### src/rtl/ccd_readout_sequencer.sv
// CCD readout sequencer: self-timed transfer gate, two-phase line shift
// clocks, pixel-valid flag/index and ADC frame strobe from internal counters.
module ccd_readout_sequencer #(
    parameter int ACTIVE_PIX  = 3648,
    parameter int DUMMY_PIX   = 5,
    parameter int TRAIL_PIX   = 14,
    parameter int HALF_PERIOD = 4,
    parameter int PHI_P_WIDTH = 8,
    parameter int GAP_CYC     = 4,
    parameter int PIX_W       = 12
) (
    input  logic             i_clk,
    input  logic             i_rst_n,
    input  logic             i_enable,
    input  logic             i_start,
    input  logic             i_continuous,
    output logic             o_phi_p,
    output logic             o_phi_l1,
    output logic             o_phi_l2,
    output logic             o_pixel_flag,
    output logic [PIX_W-1:0] o_pixel_idx,
    output logic             o_ADC_frame,
    output logic             o_busy,
    output logic             o_frame_done
);

    localparam int TOTAL  = DUMMY_PIX + ACTIVE_PIX + TRAIL_PIX;
    localparam int E_W    = $clog2(TOTAL + 1);
    localparam int HC_W   = (HALF_PERIOD > 1) ? $clog2(HALF_PERIOD) : 1;
    localparam int PC_MAX = (PHI_P_WIDTH > GAP_CYC) ? PHI_P_WIDTH : GAP_CYC;
    localparam int PC_W   = (PC_MAX > 1) ? $clog2(PC_MAX) : 1;

    localparam logic [E_W-1:0]  E_LO    = E_W'(DUMMY_PIX);
    localparam logic [E_W-1:0]  E_ACT   = E_W'(ACTIVE_PIX);
    localparam logic [E_W-1:0]  E_END   = E_W'(TOTAL);
    localparam logic [HC_W-1:0] HC_LAST = HC_W'(HALF_PERIOD - 1);
    localparam logic [PC_W-1:0] P_LAST  = PC_W'(PHI_P_WIDTH - 1);
    localparam logic [PC_W-1:0] G_LAST  = PC_W'(GAP_CYC - 1);
    localparam logic            FLAG0   = (DUMMY_PIX == 0);

    if (ACTIVE_PIX < 1) begin : g_chk_active
        $error("ACTIVE_PIX must be >= 1");
    end
    if (DUMMY_PIX < 0 || TRAIL_PIX < 0) begin : g_chk_pad
        $error("DUMMY_PIX and TRAIL_PIX must be >= 0");
    end
    if (HALF_PERIOD < 1 || PHI_P_WIDTH < 1 || GAP_CYC < 1) begin : g_chk_time
        $error("HALF_PERIOD, PHI_P_WIDTH and GAP_CYC must be >= 1");
    end
    if ((2 ** PIX_W) < ACTIVE_PIX) begin : g_chk_pixw
        $error("PIX_W too narrow for ACTIVE_PIX");
    end

    typedef enum logic [1:0] {
        IDLE,
        TRANSFER,
        GAP,
        SHIFT
    } state_t;

    state_t          state;
    logic [PC_W-1:0] pc;
    logic [HC_W-1:0] hc;
    logic            ph;
    logic [E_W-1:0]  e;
    logic            cont_q;

    logic             hc_wrap;
    logic [HC_W-1:0]  n_hc;
    logic             n_ph;
    logic [E_W-1:0]   n_e;
    logic [E_W-1:0]   n_off;
    logic             n_flag;
    logic [PIX_W-1:0] n_idx;
    logic             last;

    // Offset wraps to a large value below the dummy region, so one
    // unsigned compare covers both window bounds.
    always_comb begin
        hc_wrap = (hc == HC_LAST);
        n_hc    = hc_wrap ? '0 : hc + 1'b1;
        n_ph    = ph ^ hc_wrap;
        n_e     = (hc_wrap && !ph) ? e + 1'b1 : e;
        n_off   = n_e - E_LO;
        n_flag  = !n_ph && (n_off < E_ACT);
        n_idx   = n_flag ? PIX_W'(n_off) : '0;
        last    = ph && hc_wrap && (e == E_END);
    end

    assign o_ADC_frame = o_phi_p;

    always_ff @(posedge i_clk or negedge i_rst_n) begin
        if (!i_rst_n) begin
            state        <= IDLE;
            pc           <= '0;
            hc           <= '0;
            ph           <= 1'b0;
            e            <= '0;
            cont_q       <= 1'b0;
            o_phi_p      <= 1'b0;
            o_phi_l1     <= 1'b1;
            o_phi_l2     <= 1'b0;
            o_pixel_flag <= 1'b0;
            o_pixel_idx  <= '0;
            o_busy       <= 1'b0;
            o_frame_done <= 1'b0;
        end else if (!i_enable) begin
            state        <= IDLE;
            pc           <= '0;
            hc           <= '0;
            ph           <= 1'b0;
            e            <= '0;
            cont_q       <= 1'b0;
            o_phi_p      <= 1'b0;
            o_phi_l1     <= 1'b1;
            o_phi_l2     <= 1'b0;
            o_pixel_flag <= 1'b0;
            o_pixel_idx  <= '0;
            o_busy       <= 1'b0;
            o_frame_done <= 1'b0;
        end else begin
            o_frame_done <= 1'b0;
            unique case (state)
                IDLE: begin
                    // On the done cycle only the latched mode may restart.
                    if (o_frame_done ? cont_q : i_start) begin
                        state   <= TRANSFER;
                        pc      <= '0;
                        o_phi_p <= 1'b1;
                        o_busy  <= 1'b1;
                    end
                end
                TRANSFER: begin
                    if (pc == P_LAST) begin
                        state   <= GAP;
                        pc      <= '0;
                        o_phi_p <= 1'b0;
                    end else begin
                        pc <= pc + 1'b1;
                    end
                end
                GAP: begin
                    if (pc == G_LAST) begin
                        state        <= SHIFT;
                        pc           <= '0;
                        hc           <= '0;
                        ph           <= 1'b0;
                        e            <= '0;
                        o_pixel_flag <= FLAG0;
                        o_pixel_idx  <= '0;
                    end else begin
                        pc <= pc + 1'b1;
                    end
                end
                SHIFT: begin
                    if (last) begin
                        state        <= IDLE;
                        hc           <= '0;
                        ph           <= 1'b0;
                        e            <= '0;
                        cont_q       <= i_continuous;
                        o_phi_l1     <= 1'b1;
                        o_phi_l2     <= 1'b0;
                        o_pixel_flag <= 1'b0;
                        o_pixel_idx  <= '0;
                        o_busy       <= 1'b0;
                        o_frame_done <= 1'b1;
                    end else begin
                        hc           <= n_hc;
                        ph           <= n_ph;
                        e            <= n_e;
                        o_phi_l1     <= !n_ph;
                        o_phi_l2     <= n_ph;
                        o_pixel_flag <= n_flag;
                        o_pixel_idx  <= n_idx;
                    end
                end
                default: state <= IDLE;
            endcase
        end
    end

endmodule

### config.mk
export PLATFORM = sky130hd
export DESIGN_NAME = ccd_readout_sequencer
export DESIGN_NICKNAME = d
export VERILOG_FILES = /design/src/rtl/ccd_readout_sequencer.sv
export SDC_FILE = /design/constraint.sdc
export NUM_CORES = 1
export LEC_CHECK = 0
export ABC_AREA = 1
export ABC_CLOCK_PERIOD_IN_PS = 4550
export CAP_MARGIN = 20
export CELL_PAD_IN_SITES_DETAIL_PLACEMENT = 1
export CELL_PAD_IN_SITES_GLOBAL_PLACEMENT = 2
export CORE_AREA = 2 2 87 89
export CTS_CLUSTER_DIAMETER = 80
export CTS_CLUSTER_SIZE = 25
export DETAILED_ROUTE_END_ITERATION = 7
export DIE_AREA = 0 0 89 91
export HOLD_SLACK_MARGIN = 0.03
export PLACE_DENSITY_LB_ADDON = 0.05
export SETUP_SLACK_MARGIN = 0.15
export SLEW_MARGIN = 5
export SYNTH_ARGS = -nofsm -noshare
export SYNTH_HDL_FRONTEND = slang
export SYNTH_SLANG_ARGS = --single-unit
### constraint.sdc
create_clock -name i_clk -period 4.55 [get_ports i_clk]
set_input_delay 0.91 -clock i_clk [delete_from_list [all_inputs] [get_ports i_clk]]
set_output_delay 0.91 -clock i_clk [all_outputs]
set_load 0.05 [all_outputs]
==> impl_metrics.json <==
{
  "cp_slowest_cell": "nor2_1",
  "power.share.combinational_pct": 27.9,
  "drc": 0,
  "clock_power_share_pct": 29.2,
  "synth_cells": 326,
  "cts_setup_buffers": 0,
  "cp.arrival_ns": 3.75,
  "hold_buffers": 0,
  "grt-busiest-layer": "met2",
  "numClockSinks": 39,
  "fin_skew_ns": 0.00718,
  "crit_path_start_kind": "input port",
  "ys_seq_area_share_pct": 40.5,
  "grt_max_degree": 40,
  "gp_congestion": 0.813,
  "use_met3_pct": 2.73,
  "ioPinCount": 24,
  "power_uw": 901,
  "tns_ns": 0,
  "htreeDepth": 2,
  "yosys.area.top_type_share_pct": 39.4,
  "fmax_mhz": 284,
  "synthTopCellsByCount": "nand2_1 (104), inv_1 (47), dfrtp_1 (38)",
  "min_period_over_period_pct": 77.5,
  "cts-resized-gates": 0,
  "swShare_pct": 35.2,
  "met2_usage_pct": 28.5,
  "sequentialPowerShare_pct": 42.9,
  "path_class": "input port to register",
  "critPathCaptureType": "register",
  "syn2layout_area_growth_pct": 17.1,
  "seq_area_um2": 977,
  "cp_max_fo": 17,
  "final_area_um2": 2830,
  "fp-row-count": 31,
  "ff2ff_path_depth": 11,
  "die-height_um": 91,
  "p_sw_uw": 317,
  "slew_viol_final": 0,
  "portBuffers": 23,
  "grt_pass1_wl_um": 11200,
  "initial_core_util_pct": 33.8,
  "setup_viol": 0,
  "syn_area_um2": 2410,
  "cts_tree": "yes",
  "synth_area_per_cell_um2": 7.41,
  "ys.flop_type": "dfrtp_1",
  "cap_viol_max_count": 0,
  "drive_gt1_share_pct": 6.82,
  "dieArea_um2": 8100,
  "clk_pin_slew_ns": 0.07,
  "cts_root_buf": "clkbuf_8",
  "yosysMostFrequentCell": "nand2_1",
  "die_w_um": 89,
  "clk_latency_ns": 0.29,
  "netlist_top_cells_area": "dfrtp_1 (39%), nand2_1 (16%), inv_1 (7.3%), ha_1 (6.7%), nand3_1 (6.0%)",
  "synth-seq-cells": 39,
  "syn_nets": 344,
  "maxSlewHeadroom_pct": 37.2,
  "antenna_found_initial": 0,
  "hold_path.class": "register to register",
  "dp_hpwl_um": 5030,
  "fin_crit_ns": 3.53,
  "post_dp_cell_area_um2": 2730,
  "diodes": 0,
  "cts_made_buffers": 5,
  "grt_pass1_vias": 2243,
  "yosysTopAreaCell": "dfrtp_1",
  "vdd_drop_max_mv": 0.161,
  "cpPeakStageDelay_ns": 0.88,
  "fillerInstances": 928,
  "finish.utilization_pct": 39.6,
  "async_flop_share_pct": 100,
  "grt_overflow": 0,
  "gr-usage-all-layers_pct": 17.8,
  "outcome": "complete, no violations",
  "viasPerCell": 4.81,
  "clk_path_buf_depth": 2,
  "synth_edf_count": 0,
  "firstDrtPassIters": 4,
  "min_path_cells": 2,
  "wl_per_cell_um": 14.5,
  "num_vias": 2170,
  "leakagePower_uw": 0.00143,
  "worstPathRequired_ns": 4.78,
  "routed_wl_um": 6530,
  "crit_chain": "clkdlybuf4s50_1 -> inv_1 -> nor2_1 -> a21oi_1 -> buf_4 -> nand3_1 -> nor2_1 -> nand3_1 -> nand2_1",
  "finalHoldViolCount": 0,
  "rsz0062_at_grt": "false",
  "intPower_uw": 584,
  "ant_nets": 0,
  "worstMarginPinSlew_ns": 0.938,
  "powerDensity_nw_per_um2": 319,
  "drtIter0Drc": 71,
  "nNetsFinal": 369,
  "core_region_area_um2": 7140,
  "use_met1_pct": 25.1,
  "multi_input_area_um2": 1220,
  "yosysUniqueCellTypes": 31,
  "hold-worst-slack_ns": 0.480,
  "yosysWarnings": 0
}
[area by class of cell]
cell class | count | share of cell area, %
inverters | 47 | 6.24
multi-input cells | 234 | 43.1
clock buffers | 8 | 3.54
well taps | 99 | 4.38
flip-flops and latches | 39 | 34.6
repair buffers | 24 | 8.23
[metrics by stage]
stage | setup slack [ns] | instances
floorplan | 2.20 | 326
global placement | 0.887 | 443
detailed placement | 0.713 | 443
CTS | 1.01 | 451
global route | 0.732 | 451
finish | 1.02 | 451
[power by group through the flow]
stage | clock network (uW) | registers (uW) | logic, uW
detailed placement | 0 | 393 | 251
global placement | 0 | 393 | 254
CTS | 274 | 387 | 253
finish | 263 | 386 | 252
global route | 286 | 390 | 281
floorplan | 0 | 426 | 142
[cell families (layout without fill, tap and decap cells)]
kind of cell	Yosys count	in the layout	share of synthesized area, %
buffers and inverters	53	79	9.12
AOI/OAI and AO/OA	37	37	9.12
adders and majority gates	13	13	6.74
DFF	39	39	40.5
xor gates and xnor gates	5	5	1.81
and+or+nand+nor	179	179	32.7
[critical path, delay by kind of cell]
kind	cells	cell delay (ns)
buffers and inverters	3	0.94
and+or+nand+nor	5	1.74
AOI/OAI and AO/OA	1	0.16
[worst paths after layout]
| check | startpoint | to | slack [ns] |
|---|---|---|---|
| setup reg to reg | state[0]$_DFFE_PN0P_ | o_pixel_idx[5]$_DFFE_PN0P_ | 1.44 |
| min in group asynchronous | i_rst_n | pc[2]$_DFFE_PN0P_ | 0.74 |
| setup / recovery | i_enable | o_pixel_idx[5]$_DFFE_PN0P_ | 1.02 |
| hold / removal | o_pixel_idx[7]$_DFFE_PN0P_ | o_pixel_idx[7]$_DFFE_PN0P_ | 0.48 |
| max in group asynchronous | i_rst_n | e[2]$_DFFE_PN0P_ | 3.24 |
| hold reg to reg | o_pixel_idx[7]$_DFFE_PN0P_ | o_pixel_idx[7]$_DFFE_PN0P_ | 0.48 |
[state kept, by name (all words and copies together) (netlist names)]
name          cells
cont_q            1
e                12
hc                2
o_ADC_frame       1
o_busy            1
o_frame_done      1
o_phi_l1          1
o_phi_l2          1
o_pixel_flag      1
o_pixel_idx      12
pc                3
ph                1
state             2
[cell usage in the layout, fill, tap and decap left out, types with 4 or more instances in the layout]
cell type / Yosys / routed
nor2_2: 4 / 4
clkdlybuf4s50_1: 0 / 22
dfrtp_1: 38 / 38
nand4_1: 6 / 6
clkbuf_8: 1 / 7
nor2_1: 20 / 20
nand2_2: 5 / 5
ha_1: 13 / 13
nand2_1: 104 / 104
nand3_1: 29 / 29
inv_1: 47 / 47
o21ai_0: 15 / 15
o22ai_1: 11 / 11
[per-layer routing]
metal	part of all wire (%)	routed length, um	vias up
met5	0	0	-
met4	1.1	75	0
met3	2.5	162	7
met2	46	3020	28
met1	50	3270	1034
li1	-	-	1101
No activity file was read; power rests on OpenSTA's default activity.
